### src/rtl/ema_filter_mc_if.sv
// Sample/result bundle of ema_filter_mc. The master drives the samples and the slave
// (the filter) returns the results.
interface ema_filter_mc_if #(
   parameter int NCH    = 4,
   parameter int CHW    = (NCH > 1) ? $clog2(NCH) : 1,
   parameter int DWIDTH = 27,
   parameter int BWIDTH = 15,
   parameter int CSHIFT = 14,
   parameter int SWIDTH = DWIDTH + CSHIFT + 1
);
   logic                     in_valid;
   logic [CHW-1:0]           in_chan;
   logic [DWIDTH-1:0]        in_data;
   logic [BWIDTH-1:0]        in_coeff;
   logic                     in_prime;

   logic                     out_valid;
   logic [CHW-1:0]           out_chan;
   logic signed [SWIDTH-1:0] out_state;
   logic [DWIDTH-1:0]        out_data;

   modport master (
      output in_valid, in_chan, in_data, in_coeff, in_prime,
      input  out_valid, out_chan, out_state, out_data
   );

   modport slave (
      input  in_valid, in_chan, in_data, in_coeff, in_prime,
      output out_valid, out_chan, out_state, out_data
   );
endinterface

### src/rtl/ema_filter_mc.sv
// Multi-channel EMA filter: one 3-stage multiply-accumulate shared by NCH channels.
// Same-channel samples in flight are forwarded into S1, so there are no stalls.
module ema_filter_mc #(
   parameter int NCH    = 4,
   parameter int CHW    = (NCH > 1) ? $clog2(NCH) : 1,
   parameter int DWIDTH = 27,
   parameter int BWIDTH = 15,
   parameter int CSHIFT = 14,
   parameter int SWIDTH = DWIDTH + CSHIFT + 1
) (
   input logic            clk,
   input logic            rst_n,
   ema_filter_mc_if.slave bus
);
   localparam logic [BWIDTH-1:0] A_ONE = BWIDTH'(1 << CSHIFT);

   typedef struct packed {
      logic              valid;
      logic [CHW-1:0]    chan;
      logic [DWIDTH-1:0] x;
      logic [BWIDTH-1:0] a;
      logic              prime;
   } slot_t;

   slot_t                    s1_d, s1_q, s2_q;
   logic signed [SWIDTH-1:0] st_q [NCH];
   logic signed [SWIDTH-1:0] s1_st, s2_st_q, s2_new;
   logic signed [DWIDTH:0]   s2_diff;
   logic signed [SWIDTH-1:0] s2_prod;
   logic                     s3_valid_q, s3_prime_q;
   logic [CHW-1:0]           s3_chan_q;
   logic [DWIDTH-1:0]        s3_x_q;
   logic signed [SWIDTH-1:0] s3_st_q, s3_prod_q, s3_new;
   logic [DWIDTH+1:0]        rnd;
   logic [DWIDTH-1:0]        sat_data;

   logic                     out_valid_q;
   logic [CHW-1:0]           out_chan_q;
   logic signed [SWIDTH-1:0] out_state_q;
   logic [DWIDTH-1:0]        out_data_q;

   function automatic logic signed [SWIDTH-1:0] next_state(
      input logic signed [SWIDTH-1:0] st,
      input logic signed [SWIDTH-1:0] prod,
      input logic                     prime,
      input logic [DWIDTH-1:0]        x
   );
      return prime ? {1'b0, x, {CSHIFT{1'b0}}} : st + prod;
   endfunction

   // NOTE: every variable driven in always_comb gets a value on every path (defaults
   // first), otherwise synthesis infers a latch.
   always_comb begin
      s1_d       = '0;
      s1_d.valid = bus.in_valid && (int'(bus.in_chan) < NCH);
      if (s1_d.valid) begin
         s1_d.chan  = bus.in_chan;
         s1_d.x     = bus.in_data;
         s1_d.a     = (bus.in_coeff > A_ONE) ? A_ONE : bus.in_coeff;
         s1_d.prime = bus.in_prime;
      end
   end

   // The youngest in-flight result for the channel wins: S2 over S3 over the array.
   always_comb begin
      s1_st = st_q[s1_q.chan];
      if (s3_valid_q && (s3_chan_q == s1_q.chan)) s1_st = s3_new;
      if (s2_q.valid && (s2_q.chan == s1_q.chan)) s1_st = s2_new;
   end

   // a <= 2^CSHIFT and |diff| < 2^DWIDTH, so the product is exact at SWIDTH bits.
   assign s2_diff = $signed({1'b0, s2_q.x}) - $signed(s2_st_q[SWIDTH-1:CSHIFT]);
   assign s2_prod = SWIDTH'(s2_diff) * SWIDTH'($signed({1'b0, s2_q.a}));
   assign s2_new  = next_state(s2_st_q, s2_prod, s2_q.prime, s2_q.x);
   assign s3_new  = next_state(s3_st_q, s3_prod_q, s3_prime_q, s3_x_q);

   // floor(st / 2^CSHIFT) plus the half bit gives round-half-up.
   assign rnd = {s3_new[SWIDTH-1], s3_new[SWIDTH-1:CSHIFT]} + (DWIDTH+2)'(s3_new[CSHIFT-1]);

   always_comb begin
      sat_data = rnd[DWIDTH-1:0];
      if (rnd[DWIDTH+1])   sat_data = '0;
      else if (rnd[DWIDTH]) sat_data = '1;
   end

   // NOTE: sequential state uses non-blocking assignments only, so every stage samples
   // the values from before the edge regardless of statement order.
   always_ff @(posedge clk) begin
      if (!rst_n) begin
         s1_q        <= '0;
         s2_q        <= '0;
         s2_st_q     <= '0;
         s3_valid_q  <= 1'b0;
         s3_chan_q   <= '0;
         s3_prime_q  <= 1'b0;
         s3_x_q      <= '0;
         s3_st_q     <= '0;
         s3_prod_q   <= '0;
         // NOTE: the state array is plain flops and must start at zero, so it is reset
         // element by element; it cannot be mapped to a RAM macro.
         for (int c = 0; c < NCH; c++) st_q[c] <= '0;
         out_valid_q <= 1'b0;
         out_chan_q  <= '0;
         out_state_q <= '0;
         out_data_q  <= '0;
      end else begin
         s1_q        <= s1_d;
         s2_q        <= s1_q;
         s2_st_q     <= s1_st;
         s3_valid_q  <= s2_q.valid;
         s3_chan_q   <= s2_q.chan;
         s3_prime_q  <= s2_q.prime;
         s3_x_q      <= s2_q.x;
         s3_st_q     <= s2_st_q;
         s3_prod_q   <= s2_prod;
         out_valid_q <= s3_valid_q;
         if (s3_valid_q) begin
            st_q[s3_chan_q] <= s3_new;
            out_chan_q      <= s3_chan_q;
            out_state_q     <= s3_new;
            out_data_q      <= sat_data;
         end
      end
   end

   assign bus.out_valid = out_valid_q;
   assign bus.out_chan  = out_chan_q;
   assign bus.out_state = out_state_q;
   assign bus.out_data  = out_data_q;
endmodule

### src/flat_wrapper.sv
// flat-port wrapper written by rule: the top's interface ports become plain ports
module ema_filter_mc_flat 
#(
   parameter int NCH    = 4,
   parameter int CHW    = (NCH > 1) ? $clog2(NCH) : 1,
   parameter int DWIDTH = 27,
   parameter int BWIDTH = 15,
   parameter int CSHIFT = 14,
   parameter int SWIDTH = DWIDTH + CSHIFT + 1
)
  (clk, rst_n, bus_in_valid, bus_in_chan, bus_in_data, bus_in_coeff, bus_in_prime, bus_out_valid, bus_out_chan, bus_out_state, bus_out_data);
  ema_filter_mc_if #(.NCH(NCH), .CHW(CHW), .DWIDTH(DWIDTH), .BWIDTH(BWIDTH), .CSHIFT(CSHIFT), .SWIDTH(SWIDTH)) bus_i ();
  input logic clk;
  input logic rst_n;
  input wire logic [$bits(bus_i.in_valid)-1:0] bus_in_valid;
  input wire logic [$bits(bus_i.in_chan)-1:0] bus_in_chan;
  input wire logic [$bits(bus_i.in_data)-1:0] bus_in_data;
  input wire logic [$bits(bus_i.in_coeff)-1:0] bus_in_coeff;
  input wire logic [$bits(bus_i.in_prime)-1:0] bus_in_prime;
  output wire logic [$bits(bus_i.out_valid)-1:0] bus_out_valid;
  output wire logic [$bits(bus_i.out_chan)-1:0] bus_out_chan;
  output wire logic [$bits(bus_i.out_state)-1:0] bus_out_state;
  output wire logic [$bits(bus_i.out_data)-1:0] bus_out_data;
  assign bus_i.in_valid = bus_in_valid;
  assign bus_i.in_chan = bus_in_chan;
  assign bus_i.in_data = bus_in_data;
  assign bus_i.in_coeff = bus_in_coeff;
  assign bus_i.in_prime = bus_in_prime;
  assign bus_out_valid = bus_i.out_valid;
  assign bus_out_chan = bus_i.out_chan;
  assign bus_out_state = bus_i.out_state;
  assign bus_out_data = bus_i.out_data;
  ema_filter_mc #(.NCH(NCH), .CHW(CHW), .DWIDTH(DWIDTH), .BWIDTH(BWIDTH), .CSHIFT(CSHIFT), .SWIDTH(SWIDTH)) u_core (.clk(clk), .rst_n(rst_n), .bus(bus_i));
endmodule
### config.mk
export PLATFORM = sky130hd
export DESIGN_NAME = ema_filter_mc_flat
export DESIGN_NICKNAME = d
export VERILOG_FILES = /design/src/rtl/ema_filter_mc_if.sv /design/src/rtl/ema_filter_mc.sv /design/src/flat_wrapper.sv
export SDC_FILE = /design/constraint.sdc
export NUM_CORES = 2
export LEC_CHECK = 0
export CORE_ASPECT_RATIO = 0.5
export CORE_MARGIN = 3
export CORE_UTILIZATION = 50
export DETAILED_ROUTE_END_ITERATION = 6
export HOLD_SLACK_MARGIN = 0.1
export PLACE_DENSITY_LB_ADDON = 0.15
export RECOVER_POWER = 50
export SYNTH_ARGS = -nofsm -noshare
export SYNTH_HDL_FRONTEND = slang
export SYNTH_SLANG_ARGS = --single-unit
### constraint.sdc
create_clock -name clk -period 12.8 [get_ports clk]
set_input_delay 1.28 -clock clk [delete_from_list [all_inputs] [get_ports clk]]
set_output_delay 1.28 -clock clk [all_outputs]
set_load 0.02 [all_outputs]
### Word-level counts from Yosys, hierarchy flattened

Memories as Yosys holds them, arrays and structs flattened. A register that Yosys moved wholly into a read port is not among the register bits.
Cells that the tools add are included.

* output and inout port bits: 72
* register bits: 321
* bits in writable memories: 168
* input bits: 48
* word-level logic and storage cells: 53
* memories: 1

* muxes and demuxes: 15
* reduce and logical (&&, ||, !) cells: 5
* equal/unequal tests: 2
* multiply operators: 1
* bitwise operators: 2
* $add $sub $neg: 4
* magnitude comparators: 1

Memory list
* u_core.st_q: words 4, width 42, read ports 1, clocked after Yosys merged registers in 1, wr ports 4, RTL line ema_filter_mc.sv:26 `logic signed [SWIDTH-1:0] st_q [NCH];`

Operators by type and width (number)
* two-way mux 42 bit: 5
* adder 42 bit: 2
* two-way mux 27 bit: 2
* multiplier 28 x 16 -> 42 bit: 1
* OR reduction 42 bit: 1
* adder 28 x 2 -> 29 bit: 1
* subtractor 28 bit: 1
* greater-than comparator 15 bit, second input constant: 1
* two-way mux 15 bit: 1
* two-way mux 1 bit: 5
* == test 2 bit: 2
* two-way mux 2 bit: 2
* OR reduction 3 bit: 1
* logical AND 1 bit: 2
* inverter 1 bit: 2
* AND reduction 2 bit: 1

### Longest topological paths before layout

* depth after elaboration: 5
* depth in mapped cells: 53

### Worst setup path after synthesis

OpenSTA, ideal clock, no wires.

* kind: register -> register
* from: register u_core.s2_st_q[14]
* to: register u_core.s2_st_q[41]
* setup slack: 2503 ps
* arrival time: 10238 ps
* buffers on the path: 1
* setup time: 58 ps
* stages on the path, launching flop included: 47
* path through: dfxtp_1 > ha_1 > inv_1 > fa_1 > a21o_1 > a21oi_1 > o21bai_1 > a21oi_1 > o21bai_1 > a21oi_1 > nand2_1 > and2_1 > o21a_1 > nor2_1 > xnor2_1 > clkbuf_1 > nand2_1 > fa_1 > (+11 left out) > a21o_1 > a31o_2 > a211o_1 > xor2_1 > ha_1 > a21o_1 > a21o_1 > a21oi_1 > and3_1 > a31oi_1 > a311o_1 > a31oi_1 > a21oi_1 > or4_1 > nand3_1 > xnor3_1 > nor2_1 > o21a_1

* word-level cells in the longest chain between the ends: 5

RTL lines
* start, declared: RTL line ema_filter_mc.sv:27 `logic signed [SWIDTH-1:0] s1_st, s2_st_q, s2_new;`
* start signal, assigned: RTL line ema_filter_mc.sv:109 `s2_st_q <= s1_st;`
* subtractor 28 bit: RTL line ema_filter_mc.sv:72 `assign s2_diff = $signed({1'b0, s2_q.x}) - $signed(s2_st_q[SWIDTH-1:CSHIFT]);`
* multiplier 28 x 16 -> 42 bit: RTL line ema_filter_mc.sv:73 `assign s2_prod = SWIDTH'(s2_diff) * SWIDTH'($signed({1'b0, s2_q.a}));`
* via u_core.s2_prod[24]: RTL line ema_filter_mc.sv:29 `logic signed [SWIDTH-1:0] s2_prod;`
* adder 42 bit: RTL line ema_filter_mc.sv:48 `return prime ? {1'b0, x, {CSHIFT{1'b0}}} : st + prod;`
* two-way mux 42 bit: RTL line ema_filter_mc.sv:48
* two-way mux 42 bit: RTL line ema_filter_mc.sv:68 `if (s2_q.valid && (s2_q.chan == s1_q.chan)) s1_st = s2_new;`

The timed path passes the listed nets, and every way through them passes these cells.
A chain may end at the register's enable or synchronous reset.

### Worst setup path after layout

Ends and elaborated chain as after synthesis.

==> results.yml <==
timing:
  skew_ps: 39.3
  setup_violations: 0
  slew_headroom_pct: -211
  finalHoldViolCount: 0
  layout_setup_ws_ps: 936
  rsz0062_at_grt: "no"
  worst_pin_slew_ps: 4660
  finalMaxSlewViolations: 361
  maxClockFrequency_mhz: 84.3
  holdWs_ps: 433
  fin_tns_setup_ps: 0
  period_needed_ps: 11860
  min_period_over_period_pct: 92.7
critical_path:
  cp.arrival_ps: 12320
  worstPathRequired_ps: 13250
  ff2ff_path_depth: 46
  crit_slowest_cell: "fa_1"
  path_class: "flip-flop to flip-flop"
  critPathMostFrequentCell: "fa_1"
  cp_slowest_stage_delay_ps: 550
  startpoint_type: "flip-flop"
  worstSetupEndpointType: "flip-flop"
  critPathMaxFanout: 15
  reg2reg_slack_ps: 940
  r2r-end: "u_core.s2_st_q[41]"
  r2r-start: "u_core.s2_st_q[14]"
routing:
  drc: 0
  via_per_inst: 5.58
  num_vias: 27845
  drt-initial-drc-count: 2693
  finalWirelength_um: 106000
  wl_per_cell_um: 21.2
  ant_nets: 0
  firstDrtPassIters: 6
placement:
  place.gp.congestion: 0.903
  pre_cts_slack_ps: 1170
  io_buffer_count: 119
  place.detailed.hpwl_um: 76900
power:
  powerDensity_mw_per_mm2: 118
  pwr-share-comb_pct: 33.2
  switchingPower_mw: 1.76
  ir_drop_mv: 0.112
  clkPwrFrac_pct: 31.7
  p_sw_share_pct: 35.7
  leakagePower_nw: 19.3
  p_int_mw: 3.17
  power_frac_seq_pct: 35.2
logic_synthesis:
  avgSynthCellArea_sq_um: 9.67
  synth-main-ff-cell: "dfxtp_1"
  netlist_area_sq_mm: 0.0378
  synth.top_cells.by_area: "fa_1 21%, dfxtp_1 17%, edfxtp_1 13%"
  ys_types: 97
  synth_top_area_share_pct: 20.8
  ys_warn_count: 0
  synth_edf_count: 168
  synth_cells: 3912
  synth_seq_cells: 489
  async_flop_share_pct: 0
  syn_nets: 4566
  yosysSeqAreaShare_pct: 30.3
  synth_area_leader_cell: "fa_1"
global_route:
  overflow: 0
  antenna_found_initial: 3
  first_global_vias: 28211
  grt_pass1_wl_um: 166000
  grt_max_degree: 136
  track_usage_pct: 26.7
final_layout:
  final_common_cell: "inv_1"
  final_cell_mix: "497 x inv_1, 393 x fa_1, 376 x nand2_1, 318 x dfxtp_1, 278 x nor2_1"
  multi_input_area_sq_mm: 0.0238
  nNetsFinal: 4596
  seqCellArea_sq_mm: 0.0115
  area_delta_synth_final_pct: 10.4
  drive_gt1_share_pct: 5.80
  nFillCells: 6498
run_status:
  violations: "capacitance limit, slew limit"
  status: "finished with violations"
clock_tree:
  cts_inserted_buffers: 47
  cts_hold_buf: 0
  clock_latency_ps: 610
  clk_pin_slew_ps: 70
  clk_path_buf_depth: 3
  cts_resized: 0
  cts_tree: "built"
  post_cts_buffers: 0
  clock-root-buffer: "clkbuf_16"
  htree_num_levels: 2
  cts.sinks: 489
floorplan:
  die_y_um: 201
  io_pins: 120
  core_area_sq_mm: 0.0740
  fp-row-count: 70
  initial_core_util_pct: 51.1
  die_w_um: 395
  design.die.area_sq_mm: 0.0792
min_path:
  hold-path-cell-count: 1
  hold_class: "flip-flop to flip-flop"
  min_to: "u_core.s2_q[38]"
  min-delay-start: "u_core.s1_q[38]"
run:
  drv_cap: 6
[power by group through the flow]
stage | Combinational, mW | Clock, mW | Sequential, mW
floorplan | 1.07 | 0 | 1.75
global placement | 1.58 | 0 | 1.76
detailed placement | 1.59 | 0 | 1.76
CTS | 1.61 | 1.58 | 1.73
global route | 1.79 | 1.64 | 1.74
finish | 1.64 | 1.56 | 1.73
[area by class of cell]
type                            count  share of cell area [%]
Multi-Input combinational cell   2730                    57.1
Sequential cell                   489                    27.5
Inverter                          498                    4.47
Timing Repair Buffer              176                    3.80
Clock buffer                       61                    3.29
Tap cell                         1008                    3.02
Clock inverter                     27                   0.898
Antenna cell                        2                  0.0120
[cells in the mapped netlist, types with 21 or more instances]
cell type    n
inv_1      497
fa_1       393
nand2_1    378
and2_1     368
dfxtp_1    321
nor2_1     279
ha_1       213
a21oi_1    187
clkbuf_1   175
edfxtp_1   168
a21o_1     113
xnor2_1    111
o21ai_0     95
and3_1      60
xor2_1      57
mux4_2      42
nor2b_1     35
o211ai_1    34
nand3_1     26
a221o_1     25
nand2b_1    25
o21a_1      22
nand4_1     21
nor3_1      21
[worst max-delay path: cells and delay by family (launching register included)]
| family | cells | cell delay (ps) |
|---|---|---|
| compound gates | 20 | 4190 |
| simple gates | 8 | 1540 |
| buf+inv | 5 | 270 |
| fa+ha+maj | 10 | 4400 |
| xor+xnor | 3 | 910 |
| flops | 1 | 370 |
[registers in the layout, indices dropped and copies added, names as in the netlist, 27 cells and up]
register,flops
u_core.bus.out_data,27
u_core.bus.out_state,42
u_core.s1_q,46
u_core.s2_q,46
u_core.s2_st_q,42
u_core.s3_prod_q,42
u_core.s3_st_q,42
u_core.s3_x_q,27
u_core.st_q,168
[worst max path at each step]
stage | from | to | slack (ps) | depth (start not counted)
6_report | u_core.s2_st_q[14] | u_core.s2_st_q[41] | 940 | 46
3_3_place_gp | u_core.s2_st_q[14] | u_core.s2_st_q[41] | 1210 | 46
3_5_place_dp | u_core.s2_st_q[14] | u_core.s2_st_q[41] | 1170 | 46
4_1_cts | u_core.s2_st_q[14] | u_core.s2_st_q[41] | 1080 | 46
5_1_grt | u_core.s2_st_q[14] | u_core.s2_st_q[41] | 230 | 46
2_1_floorplan | u_core.s2_st_q[14] | u_core.s2_st_q[41] | 2500 | 46
[routing by layer]
| layer | track usage (%) | up-vias | share of wire (%) |
|---|---|---|---|
| met5 | 0 | - | 0 |
| met4 | 5.33 | 0 | 1.8 |
| met3 | 5.76 | 123 | 9.0 |
| met2 | 38.1 | 1060 | 41 |
| met1 | 41.6 | 13806 | 48 |
| li1 | - | 12856 | - |
[logic make-up after synthesis]
logic type | count (synthesis) | synth area share [%]
simple gates | 1273 | 16.9
flops | 489 | 30.3
compound gates | 618 | 10.9
fa+ha+maj | 606 | 27.8
xor+xnor | 169 | 3.95
mux | 64 | 3.11
buf+inv | 693 | 6.97
[stage by stage]
stage | utilization (%) | total power, mW | std cells | instance area [sq um]
finish | 56.5 | 4.93 | 4991 | 41800
global route | 56.5 | 5.17 | 4989 | 41800
floorplan | - | 2.82 | 3912 | 37800
CTS | 56.5 | 4.93 | 4989 | 41800
detailed placement | 54.2 | 3.35 | 4901 | 40100
global placement | 54.2 | 3.35 | 4901 | 40100
No activity file was read; power rests on OpenSTA's default activity.
